**src/rtl/gbuf_port_arb.sv**
```systemverilog
// Two-requester arbiter in front of port A of the global buffer SRAM, with lock support.
// Define GBUF_ARB_RR_EN for round-robin contention handling; otherwise requester 0 wins.
module gbuf_port_arb #(
   parameter int ADDR_W = 15,
   parameter int DATA_W = 16
) (
   input  logic              clk_i,
   input  logic              rst_i,
   input  logic              req0_valid,
   output logic              req0_ready,
   input  logic              req0_we,
   input  logic [ADDR_W-1:0] req0_addr,
   input  logic [DATA_W-1:0] req0_wdata,
   input  logic              req0_lock,
   input  logic              req1_valid,
   output logic              req1_ready,
   input  logic              req1_we,
   input  logic [ADDR_W-1:0] req1_addr,
   input  logic [DATA_W-1:0] req1_wdata,
   input  logic              req1_lock,
   output logic              rsp0_valid,
   output logic [DATA_W-1:0] rsp0_rdata,
   output logic              rsp1_valid,
   output logic [DATA_W-1:0] rsp1_rdata,
   output logic              sram_a_we,
   output logic [ADDR_W-1:0] sram_a_addr,
   output logic [DATA_W-1:0] sram_a_wdata,
   input  logic [DATA_W-1:0] sram_a_rdata,
   output logic [15:0]       conflict_cnt
);

   typedef enum logic [1:0] {IDLE, LOCK0, LOCK1} state_t;

   state_t      state_q, state_d;
   logic        rd0_q, rd0_d;
   logic        rd1_q, rd1_d;
   logic [15:0] conflict_cnt_q, conflict_cnt_d;
   logic        acc0, acc1, stall;
`ifdef GBUF_ARB_RR_EN
   logic        last_q, last_d;
`endif

   // Grant selection; nothing is granted while reset is held.
   always_comb begin
      req0_ready = 1'b0;
      req1_ready = 1'b0;
      if (!rst_i) begin
         unique case (state_q)
            IDLE: begin
               if (req0_valid && req1_valid) begin
`ifdef GBUF_ARB_RR_EN
                  req0_ready = last_q;
                  req1_ready = !last_q;
`else
                  req0_ready = 1'b1;
`endif
               end else begin
                  req0_ready = req0_valid;
                  req1_ready = req1_valid;
               end
            end
            LOCK0:   req0_ready = req0_valid;
            LOCK1:   req1_ready = req1_valid;
            default: ;
         endcase
      end
   end

   assign acc0  = req0_valid && req0_ready;
   assign acc1  = req1_valid && req1_ready;
   assign stall = (req0_valid && !req0_ready) || (req1_valid && !req1_ready);

   always_comb begin
      sram_a_we      = 1'b0;
      sram_a_addr    = '0;
      sram_a_wdata   = '0;
      state_d        = state_q;
      rd0_d          = acc0 && !req0_we;
      rd1_d          = acc1 && !req1_we;
      conflict_cnt_d = conflict_cnt_q;
`ifdef GBUF_ARB_RR_EN
      last_d         = last_q;
`endif
      if (acc0) begin
         sram_a_we    = req0_we;
         sram_a_addr  = req0_addr;
         sram_a_wdata = req0_wdata;
         state_d      = req0_lock ? LOCK0 : IDLE;
`ifdef GBUF_ARB_RR_EN
         last_d       = 1'b0;
`endif
      end else if (acc1) begin
         sram_a_we    = req1_we;
         sram_a_addr  = req1_addr;
         sram_a_wdata = req1_wdata;
         state_d      = req1_lock ? LOCK1 : IDLE;
`ifdef GBUF_ARB_RR_EN
         last_d       = 1'b1;
`endif
      end
      if (stall && conflict_cnt_q != 16'hFFFF) begin
         conflict_cnt_d = conflict_cnt_q + 16'd1;
      end
   end

   always_ff @(posedge clk_i) begin
      if (rst_i) begin
         state_q        <= IDLE;
         rd0_q          <= 1'b0;
         rd1_q          <= 1'b0;
         conflict_cnt_q <= '0;
`ifdef GBUF_ARB_RR_EN
         last_q         <= 1'b1;
`endif
      end else begin
         state_q        <= state_d;
         rd0_q          <= rd0_d;
         rd1_q          <= rd1_d;
         conflict_cnt_q <= conflict_cnt_d;
`ifdef GBUF_ARB_RR_EN
         last_q         <= last_d;
`endif
      end
   end

   // A reset arriving while a read is in flight swallows its response.
   assign rsp0_valid   = rd0_q && !rst_i;
   assign rsp1_valid   = rd1_q && !rst_i;
   assign rsp0_rdata   = rsp0_valid ? sram_a_rdata : '0;
   assign rsp1_rdata   = rsp1_valid ? sram_a_rdata : '0;
   assign conflict_cnt = conflict_cnt_q;

endmodule
```
**config.mk**
```make
export PLATFORM = sky130hd
export DESIGN_NAME = gbuf_port_arb
export DESIGN_NICKNAME = d
export VERILOG_FILES = /design/src/rtl/gbuf_port_arb.sv
export SDC_FILE = /design/constraint.sdc
export NUM_CORES = 1
export LEC_CHECK = 0
export CORE_UTILIZATION = 28
export CTS_CLUSTER_SIZE = 8
export DETAILED_ROUTE_END_ITERATION = 8
export PLACE_DENSITY = 0.8
export SYNTH_ARGS = -nofsm -noshare
export SYNTH_HDL_FRONTEND = slang
export SYNTH_SLANG_ARGS = --single-unit
```
**constraint.sdc**
```tcl
create_clock -name clk_i -period 1.92 [get_ports clk_i]
set_input_delay 0.384 -clock clk_i [delete_from_list [all_inputs] [get_ports clk_i]]
set_output_delay 0.384 -clock clk_i [all_outputs]
set_load 0.02 [all_outputs]
```
==> impl_metrics.ini <==
[logic_synthesis]
synth_edf_count = 0
avgSynthCellArea_sq_um = 8.193
syn_nets = 273
synth_area_sq_um = 1524
ys_types = 36
ys_seq_area_share_pct = 26.27
yosysWarnings = 0
syn_inst = 186
postSynth.asyncResetShare_pct = 0
ys_seq_elements = 20
yosys_most_used_dff = dfxtp_1

[timing]
skew_ns = 0.007572
period_minus_slack_ns = 1.883
setup_violations = 0
final-hold-violation-count = 0
period_share_pct = 98.06
relSlewSlack_pct = 71.65
timing.fmax_ghz = 0.5312
tightest_slew_ns = 0.4214
slew_viol_final = 0

[pwr]
p_int_w = 0.001038
p_comb_share_pct = 39.8
sw_frac_of_total_pct = 27.95
cellLeakagePower_nw = 1.582
finalPower_w = 0.001441
p_switching_w = 0.0004026
powerDensity_nw_per_um2 = 415.9
ir_worst_vdd_mv = 0.3329
pwr-share-clk_pct = 30.1
pwr-share-seq_pct = 30.1

[drt]
via_per_inst = 4.902
vias = 2191
drc = 0
antenna_left = 0
first_pass_iters = 4
wl_microns = 6995
wl_per_cell_microns = 15.65
drt-initial-drc-count = 47

[floorplanning]
die_area_sq_um = 5742
core_sq_um = 5172
fp-row-count = 26
io_pins = 170
die_y_microns = 75.78
initial_core_util_pct = 29.46
die-width_microns = 75.78

[setup_path]
end_kind = output port
reg2reg_from = conflict_cnt[2]$_SDFFE_PP0P_
cpPeakStageDelay_ns = 0.34
cp.required_ns = 1.54
worstPathCellList = nor2b_4, nor3_4, buf_4, buf_12, a22o_1, buf_4
crit_path_top_delay_cell = dfxtp_2
crit_arrival_ns = 1.50
cp_common_cell = buf_4
crit_type = register to output port
crit_path_start = state_q[1]$_SDFFE_PP0P_
critPathMaxFanout = 17
cp-start-kind = register

[hold_path]
hold_start = conflict_cnt[1]$_SDFFE_PP0P_
hold_class = register to register

[layout]
antennaDiodeCount = 0
nNetsFinal = 465
final_cell_mix = 98 x clkdlybuf4s50_1, 40 x buf_2, 32 x a22o_1, 32 x and2_1, 29 x buf_4
areaGrowthSynthToFinish_pct = 127.3
final_common_cell = clkdlybuf4s50_1
drive_gt1_share_pct = 29.71
final_core_util_pct = 66.98

[flow_run]
drv_cap = 0

[grt]
grt_pass1_vias = 2068
grt-ovfl-total = 0
grt_pass1_wl_microns = 9591
grt.total_usage_pct = 22.22
antenna_found_initial = 0
grt_max_degree = 24

[cts]
clk_pin_slew_ns = 0.08
cts.sinks = 20
clock_latency_ns = 0.27
clock-root-buffer = clkbuf_8
cts-hold-fix-buffers = 0
cts_max_level = 1
cts_buffers = 3
cts_tree = yes
cts_buffer_depth = 2

[outcome]
outcome = finished clean

[placement]
routabilityCongestion = 0.7599
place_hpwl_microns = 5225
port_buffers = 169
-- metal layers --
| layer | track usage (%) | wire length, microns |
|---|---|---|
| met1 | 24.37 | 2670 |
| met2 | 40.51 | 3675 |
| met3 | 5.291 | 430 |
| met4 | 9.671 | 218 |
| met5 | 0 | 0 |
-- power groups by stage --
| stage | logic [W] | clock network (W) | registers (W) |
|---|---|---|---|
| 2_1_floorplan | 0.000193 | 0 | 0.000450 |
| 3_3_place_gp | 0.000553 | 0 | 0.000441 |
| 3_5_place_dp | 0.000562 | 0 | 0.000442 |
| 4_1_cts | 0.000572 | 0.000438 | 0.000433 |
| 5_1_grt | 0.000606 | 0.000460 | 0.000434 |
| 6_report | 0.000574 | 0.000434 | 0.000433 |
-- cells by family after synthesis --
| logic type | after synthesis | synth area share, % |
|---|---|---|
| buf+inv | 13 | 3.694 |
| flops | 20 | 26.27 |
| simple gates | 96 | 37.60 |
| mux | 4 | 2.873 |
| xor+xnor | 8 | 4.598 |
| compound gates | 44 | 24.14 |
| fa+ha+maj | 1 | 0.8209 |
-- area by class of cell --
cell class	count	area [sq um]
clock inverters	1	30.03
well taps	70	87.58
inverters	1	3.754
flip-flops and latches	20	401.6
repair buffers	199	1784
clock buffers	3	41.29
multi-input cells	153	1116
fillers	463	1708
-- final timing paths --
kind | endpoint | slack (ns) | cells after the start
max reg2reg | conflict_cnt[9]$_SDFFE_PP0P_ | 0.17 | 5
min | conflict_cnt[1]$_SDFFE_PP0P_ | 0.55 | 2
max | sram_a_wdata[11] | 0.04 | 6
min reg2reg | conflict_cnt[1]$_SDFFE_PP0P_ | 0.55 | 2
-- cell usage after synthesis, types with 2 or more instances --
cell type / n / area [sq um]
a21oi_1: 3 / 15.01
a22o_1: 32 / 280.3
and2_1: 32 / 200.2
and3_1: 3 / 18.77
buf_1: 2 / 7.510
buf_2: 6 / 30.03
clkbuf_1: 4 / 15.01
dfxtp_1: 20 / 400.4
mux2_1: 3 / 33.78
nand2_1: 4 / 15.01
nand2b_1: 2 / 12.51
nand3_1: 6 / 30.03
nand4_1: 2 / 12.51
nand4_2: 2 / 25.02
nor2_1: 19 / 71.32
nor2b_1: 9 / 56.30
nor3_1: 10 / 50.05
nor4_1: 2 / 12.51
o21ai_0: 2 / 10.01
xnor2_1: 7 / 61.31
-- state kept, by name, indices dropped and copies added, names as in the netlist --
name / cells
state_q: 2
conflict_cnt: 16
rd0_q: 1
rd1_q: 1
-- worst max-delay path, delay by kind of cell (launching register included) --
family	cells	cell delay, ns
buffers and inverters	3	0.43
flip-flops	1	0.34
AO/OA/AOI/OAI	1	0.23
AND/OR/NAND/NOR	2	0.22
-- through the flow --
stage                     worst slack (ns)  hold WS (ns)  setup TNS [ns]  area [sq um]  instances
after detailed placement           -0.8370        0.5338          -47.69          3448        435
final                              0.03732        0.5496               0          3465        447
after floorplan                  0.0004133        0.4556               0          1524        186
after global routing             -0.002430        0.5959       -0.005699          3465        447
after global placement             -0.7679        0.5208          -47.46          3448        435
after CTS                          0.01689        0.5450               0          3607        445
-- timing repair --
| action | in CTS | in global routing |
|---|---|---|
| gates resized for setup | 282 | 38 |
| setup endpoints to repair | 77 | 61 |
| cloned | 3 | 0 |
| buffers inserted | 3 | 2 |
| pin swaps | 3 | 5 |
| hold endpoints to repair | 0 | 0 |
Note: power is estimated with default switching activity, not from simulation.
